<file path="config.mk">
export PLATFORM = sky130hd
export DESIGN_NAME = instr_resp_queue
export DESIGN_NICKNAME = d
export VERILOG_FILES = /design/src/rtl/instr_resp_queue.sv
export SDC_FILE = /design/constraint.sdc
export NUM_CORES = 1
export LEC_CHECK = 0
export CAP_MARGIN = 25
export CORE_MARGIN = 2
export CORE_UTILIZATION = 50
export DETAILED_ROUTE_END_ITERATION = 6
export PLACE_DENSITY = 0.67
export SYNTH_ARGS = -nofsm -noshare
export SYNTH_HDL_FRONTEND = slang
export SYNTH_SLANG_ARGS = --single-unit
export TNS_END_PERCENT = 100
</file>
<file path="constraint.sdc">
create_clock -name clk -period 5.6 [get_ports clk]
set_input_delay 1.68 -clock clk [delete_from_list [all_inputs] [get_ports clk]]
set_output_delay 1.68 -clock clk [all_outputs]
set_load 0.02 [all_outputs]
</file>
<file path="src/rtl/instr_resp_queue.sv">
// Instruction response queue between the instruction buffer and the wavepool.
// Buffers tagged instruction dwords and issues credit-based fetch stalls.
module instr_resp_queue #(
   parameter int DEPTH = 8,
   parameter int PTR_W = 3,
   parameter int CNT_W = 4
) (
   input  logic             clk,
   input  logic             rst,
   input  logic             fetch_rd_en,
   input  logic             fetchwave_ack,
   input  logic [31:0]      wave_instr,
   input  logic [38:0]      wave_tag,
   input  logic             flush,
   input  logic             resp_ready,
   output logic             resp_valid,
   output logic [31:0]      resp_instr,
   output logic [38:0]      resp_tag,
   output logic             fetch_stall,
   output logic [CNT_W-1:0] occupancy,
   output logic             overflow_err,
   output logic             protocol_err
);

   typedef struct packed {
      logic [38:0] tag;
      logic [31:0] instr;
   } entry_t;

   entry_t           mem [DEPTH];
   logic [PTR_W-1:0] rd_ptr;
   logic [PTR_W-1:0] wr_ptr;
   logic [CNT_W-1:0] count;
   logic             req_q;
   logic             drop_q;

   logic             full;
   logic             wr;
   logic             pop;
   logic             wr_ok;
   logic             ovf;
   logic [CNT_W:0]   credit;

   assign full   = (count == CNT_W'(DEPTH));
   assign wr     = fetchwave_ack & ~flush & ~drop_q;
   assign pop    = resp_valid & resp_ready & ~flush;
   assign wr_ok  = wr & (~full | pop);
   assign ovf    = wr & full & ~pop;

   // Pessimistic credit: a same-cycle pop is not counted as a free slot.
   assign credit      = {1'b0, count} + (CNT_W+1)'(fetchwave_ack);
   assign fetch_stall = (credit >= (CNT_W+1)'(DEPTH));

   assign resp_valid = (count != '0);
   assign resp_instr = mem[rd_ptr].instr;
   assign resp_tag   = mem[rd_ptr].tag;
   assign occupancy  = count;

   always_ff @(posedge clk or negedge rst) begin
      if (!rst) begin
         for (int i = 0; i < DEPTH; i++) mem[i] <= '0;
      end else if (wr_ok) begin
         mem[wr_ptr] <= '{tag: wave_tag, instr: wave_instr};
      end
   end

   always_ff @(posedge clk or negedge rst) begin
      if (!rst) begin
         rd_ptr <= '0;
         wr_ptr <= '0;
         count  <= '0;
      end else if (flush) begin
         rd_ptr <= '0;
         wr_ptr <= '0;
         count  <= '0;
      end else begin
         if (wr_ok) wr_ptr <= wr_ptr + 1'b1;
         if (pop)   rd_ptr <= rd_ptr + 1'b1;
         count <= count + CNT_W'(wr_ok) - CNT_W'(pop);
      end
   end

   // drop_q swallows the ack of a request issued during the flush cycle.
   always_ff @(posedge clk or negedge rst) begin
      if (!rst) begin
         req_q        <= 1'b0;
         drop_q       <= 1'b0;
         overflow_err <= 1'b0;
         protocol_err <= 1'b0;
      end else begin
         req_q  <= fetch_rd_en;
         drop_q <= flush;
         if (ovf) overflow_err <= 1'b1;
         if (fetchwave_ack & ~req_q) protocol_err <= 1'b1;
      end
   end

endmodule

</file>
==> results of run 1 <==
[sequential cells by signal (all words and copies together), names as in the netlist]
| name | cells |
|---|---|
| wr_ptr | 3 |
| mem | 568 |
| protocol_err | 1 |
| req_q | 1 |
| rd_ptr | 3 |
| drop_q | 1 |
| overflow_err | 1 |
| occupancy | 4 |
[worst max-delay path, cell delays in order, from the launching register on]
cell	delay, ps
dfrtp_4	1040
buf_12	380
mux4_2	560
mux2_2	280
clkdlybuf4s50_1	570
[logic make-up (layout without fill, tap and decap cells)]
| group | after synthesis | in the layout | synth area share [%] |
|---|---|---|---|
| simple gates | 33 | 33 | 0.833 |
| mux | 785 | 785 | 39.7 |
| buf+inv | 113 | 311 | 2.59 |
| xor+xnor | 1 | 1 | 0.0333 |
| flops | 582 | 582 | 55.4 |
| compound gates | 22 | 22 | 0.818 |
| fa+ha+maj | 13 | 13 | 0.647 |
| other cells | 0 | 1 | 0 |
[through the flow]
stage	total power [mW]	std cells	hold slack [ps]	setup WS, ps	area, µm²
2_1_floorplan	7.68	1549	453	1390	26300
3_3_place_gp	9.07	2323	440	620	28600
3_5_place_dp	9.16	2324	443	647	28600
4_1_cts	13.2	2435	457	350	30600
5_1_grt	13.7	2435	490	275	30600
6_report	13.0	2436	454	468	30600
[synth_stat cells (2+ instances only)]
master,instances,share of area (%)
inv_1,9,0.13
nor2_1,5,0.071
nand2b_1,2,0.048
nor3_1,2,0.038
ha_1,12,0.57
a21oi_1,5,0.095
nand3_1,3,0.057
or3b_1,3,0.10
mux2_2,607,26
nor3b_2,3,0.14
nor2b_1,6,0.14
mux4_2,142,12
buf_6,28,1.2
a21o_1,2,0.057
nor3b_1,3,0.086
nand3b_1,3,0.086
mux2_1,36,1.5
a211oi_4,4,0.30
buf_2,38,0.72
clkbuf_1,25,0.36
o211ai_2,3,0.14
o21ai_0,4,0.076
dfrtp_1,582,55
buf_1,13,0.19
[layout make-up]
class                   instances  area [µm²]  share of cell area, %
flip-flops and latches        582       14600                   47.6
multi-input cells             854       11100                   36.2
repair buffers                191        2060                   6.73
clock buffers                  95        1810                   5.93
well taps                     688         861                   2.81
clock inverters                16         183                  0.597
inverters                       9        33.8                  0.110
diodes                          1        2.50                0.00817
[layout by cell type, fill, tap and decap left out, types with 16 or more instances in the layout]
cell               n
mux2_2           607
dfrtp_1          579
clkdlybuf4s50_1  154
mux4_2           142
clkbuf_16         61
mux2_1            36
clkbuf_1          18
buf_4             18
buf_12            17
clkbuf_8          16
[metal layers]
metal | track usage, % | vias to the layer above
met5 | 0 | -
met4 | 5.29 | 4
met3 | 3.61 | 85
met2 | 34.9 | 203
met1 | 30.6 | 7653
li1 | - | 6114
[worst max-delay path by stage]
| stage | start | endpoint | cells after the start |
|---|---|---|---|
| 2_1_floorplan | fetchwave_ack | fetch_stall | 3 |
| 3_3_place_gp | fetchwave_ack | fetch_stall | 5 |
| 3_5_place_dp | fetchwave_ack | fetch_stall | 5 |
| 4_1_cts | rd_ptr[0]$_DFFE_PN0P_ | resp_tag[4] | 4 |
| 5_1_grt | rd_ptr[0]$_DFFE_PN0P_ | resp_tag[3] | 4 |
| 6_report | rd_ptr[0]$_DFFE_PN0P_ | resp_instr[25] | 4 |
[power by group through the flow]
stage,logic [mW],registers (mW),clock network [mW]
floorplan,2.47,5.21,0
global placement,3.69,5.38,0
detailed placement,3.74,5.42,0
CTS,3.76,5.35,4.11
global route,3.96,5.44,4.29
finish,3.69,5.34,4.00
==> flow_summary.json, run 1 <==
{
  "p_seq_share_pct": 41.0,
  "drt-initial-drc-count": 740,
  "finalCritPeriodShare_pct": 91.7,
  "hold_violations": 0,
  "hpwl_um": 31900,
  "h-tree-depth": 2,
  "fin_crit_ps": 5130,
  "grt_use_total_pct": 21.6,
  "critical_path_required_ps": 3920,
  "vias_per_cell": 5.77,
  "postRouteAntennaNets": 0,
  "cts.repair.resized": 0,
  "clockPowerShare_pct": 30.7,
  "r2r-start": "occupancy[2]$_DFF_PN0_",
  "synth_flop_cell": "dfrtp_1",
  "rr_worst_depth": 10,
  "hold_end": "protocol_err$_DFFE_PN0P_",
  "irDropWorstVdd_mv": 0.242,
  "yosysWarnings": 0,
  "async_flop_share_pct": 100,
  "outcome": "complete, no violations",
  "fmax_ghz": 0.195,
  "tightest_slew_ps": 1020,
  "wl_met3_um": 2300,
  "slew_headroom_pct": 32.3,
  "fin_nets": 1789,
  "cts_setup_buffers": 0,
  "worstSetupPathType": "flip-flop to output pin",
  "rrSetupSlack_ps": 2480,
  "p_int_mw": 9.43,
  "finalSetupViolCount": 0,
  "die_x_um": 233,
  "arrival_ps": 3450,
  "topRoutingLayerUsed": "met5",
  "fp-row-count": 84,
  "hold_path_startpoint": "protocol_err$_DFFE_PN0P_",
  "gp_congestion": 0.727,
  "drc": 0,
  "routed_wl_um": 56400,
  "first_global_vias": 15308,
  "start_util_pct": 50.3,
  "regToRegEndpoint": "occupancy[3]$_DFF_PN0_",
  "endpoint_kind": "output pin",
  "synth_cells": 1549,
  "grt_max_degree": 108,
  "synth_edf_count": 0,
  "fillCellCount": 3981,
  "synthesis.area_um2": 26300,
  "max_cap_violations": 0,
  "pwr-share-comb_pct": 28.3,
  "wl_met2_um": 27100,
  "syn_avg_cell_area_um2": 17.0,
  "antenna_found_initial": 3,
  "synth_seq_cells": 582,
  "fin_setup_tns_ps": 0,
  "hold_path.class": "flip-flop to flip-flop",
  "rsz0062_at_grt": "no",
  "path_max_fanout": 39,
  "grt_pass1_wl_um": 89300,
  "die_y_um": 233,
  "skew_ps": 14.0,
  "cts-root-buf": "clkbuf_16",
  "die_area_um2": 54400,
  "clk_pin_slew_worst_paths_ps": 60,
  "pin_count": 156,
  "hold_depth": 1,
  "cts_hold_buf": 0,
  "synth.distinct_cells": 33,
  "numCtsBuffers": 61,
  "switching_power_mw": 3.60,
  "overflow": 0,
  "synth-seq-area-share_pct": 55.4,
  "power_switching_share_pct": 27.6,
  "startpoint_type": "flip-flop",
  "num_vias": 14059,
  "drt-met1-wl_um": 25900,
  "numPortBuffers": 155,
  "synth_fp_nets": 1639,
  "drive_gt1_share_pct": 51.2,
  "clock_latency_ps": 610,
  "syn_to_final_growth_pct": 16.4,
  "power.density_nw_per_um2": 426,
  "clock_sinks": 582,
  "cts_tree": "built",
  "finalMaxSlewViolations": 0,
  "p_leak_nw": 13.8,
  "wire_per_inst_um": 23.1,
  "drt_first_pass_iters": 4,
  "postLayoutCoreUtil_pct": 58.6,
  "cts_buffer_depth": 3,
  "coreArea_um2": 52200
}
No activity file was read; power rests on OpenSTA's default activity.
==> inputs of run 2 (changes only) <==
--- a/config.mk
+++ b/config.mk
@@ -6,10 +6,13 @@
 export NUM_CORES = 1
 export LEC_CHECK = 0
 export CAP_MARGIN = 25
+export CORE_ASPECT_RATIO = 1.25
 export CORE_MARGIN = 2
 export CORE_UTILIZATION = 50
 export DETAILED_ROUTE_END_ITERATION = 6
+export MAX_ROUTING_LAYER = met4
 export PLACE_DENSITY = 0.67
+export SLEW_MARGIN = 15
 export SYNTH_ARGS = -nofsm -noshare
 export SYNTH_HDL_FRONTEND = slang
 export SYNTH_SLANG_ARGS = --single-unit
==> flow_summary.json, run 2 (synthesized netlist as in run 1, its figures left out) <==
{
  "fin_setup_tns_ps": 0,
  "max_cap_violations": 0,
  "die_x_um": 209,
  "endpoint_kind": "output pin",
  "final_common_cell": "mux2_2",
  "cts-root-buf": "clkbuf_16",
  "crit_path_start": "fetchwave_ack",
  "regMostFlops": "mem",
  "drt-initial-drc-count": 662,
  "slew_headroom_pct": 36.0,
  "fmax_ghz": 0.197,
  "hold_violations": 0,
  "cts_tree": "built",
  "largest_register_ffs": 568,
  "path_max_fanout": 5,
  "tightest_slew_ps": 960,
  "pin_count": 156,
  "die_area_um2": 54500,
  "overflow": 0,
  "hold_path_startpoint": "mem[64]$_DFFE_PN0P_",
  "p_leak_nw": 13.8,
  "fin_crit_ps": 5060,
  "critical_path_required_ps": 3920,
  "total_power_mw": 13.1,
  "num_vias": 14052,
  "routed_wl_um": 56600,
  "finalSetupViolCount": 0,
  "holdWs_ps": 483,
  "postRouteAntennaNets": 0,
  "mostFrequentLayoutCells": "607 x mux2_2, 579 x dfrtp_1, 154 x clkdlybuf4s50_1",
  "grt_pass1_wl_um": 91000,
  "post-place-ws_ps": 563,
  "arrival_ps": 3380,
  "cts_hold_buf": 0,
  "postLayoutCoreUtil_pct": 58.5,
  "start_util_pct": 50.2,
  "worstSetupPathType": "primary input to output pin",
  "wire_per_inst_um": 23.5,
  "h-tree-depth": 2,
  "clock_latency_ps": 610,
  "cts.repair.resized": 0,
  "r2r-start": "occupancy[2]$_DFF_PN0_",
  "cts_buffer_depth": 3,
  "antenna_found_initial": 2,
  "grt_use_total_pct": 22.4,
  "finalCritPeriodShare_pct": 90.4,
  "clk_pin_slew_worst_paths_ps": 60,
  "coreArea_um2": 52300,
  "drt_first_pass_iters": 4,
  "startpoint_type": "primary input",
  "outcome": "complete, no violations",
  "hold_path.class": "flip-flop to flip-flop",
  "cts_setup_buffers": 0,
  "drive_gt1_share_pct": 51.3,
  "fp-row-count": 94,
  "finalMaxSlewViolations": 0,
  "die_y_um": 260,
  "clock_sinks": 582,
  "rsz0062_at_grt": "no",
  "gp_congestion": 0.720,
  "vias_per_cell": 5.82,
  "postLayoutSetupSlackWorst_ps": 535,
  "grt_max_degree": 116,
  "numCtsBuffers": 58,
  "first_global_vias": 15684,
  "irDropWorstVdd_mv": 0.260,
  "syn_to_final_growth_pct": 16.5,
  "numPortBuffers": 155,
  "power.density_nw_per_um2": 428,
  "skew_ps": 15.5,
  "dpl-instance-area_um2": 28600,
  "dp.cells": 2307,
  "hpwl_um": 32300,
  "fin_nets": 1786,
  "final_cell_area_um2": 30600,
  "drc": 0,
  "final_cells": 2414
}
-- run 2: cell count changes in the layout (fill, tap and decap cells not counted), moves of 2 or more --
cell	delta
clkbuf_16	-2
buf_12	+2
bufinv_16	+4
clkbuf_1	-6
clkbuf_8	-4
buf_4	-2
-- run 2: routing by layer --
metal | global-route usage [%] | part of all wire (%) | routed length, µm
met3 | 3.66 | 3.5 | 1960
met5 | - | 0 | 0
met2 | 36.2 | 50 | 28100
met1 | 29.9 | 45 | 25500
met4 | 5.36 | 1.9 | 1090
-- run 2: path summary, 6_finish.rpt --
path | slack [ps] | cells past startpoint | endpoint
max | 540 | 5 | fetch_stall
min | 480 | 1 | mem[64]$_DFFE_PN0P_
max reg2reg | 2480 | 10 | occupancy[2]$_DFF_PN0_
min reg2reg | 480 | 1 | mem[64]$_DFFE_PN0P_
max in group asynchronous | 3280 | 2 | mem[314]$_DFFE_PN0P_
min in group asynchronous | 1170 | 1 | protocol_err$_DFFE_PN0P_
-- run 2: layout make-up --
cell class                      count  area, µm²
Antenna cell                        2       5.00
Fill cell                        3969      21700
Multi-Input combinational cell    854      11100
Clock buffer                       83       1690
Clock inverter                     21        315
Inverter                            9       33.8
Sequential cell                   582      14600
Timing Repair Buffer              191       2080
Tap cell                          672        841
-- run 2: worst max-delay path, stage by stage --
cell	delay (ps)
clkdlybuf4s50_1	480
ha_1	260
and3_1	180
o21ai_0	150
clkdlybuf4s50_1	630
-- run 2: power breakdown --
part	switching (mW)	internal, mW	total (mW)
Sequential	0.388	4.91	5.30
Clock	1.62	2.45	4.07
Combinational	1.62	2.13	3.75
Total	3.63	9.49	13.1
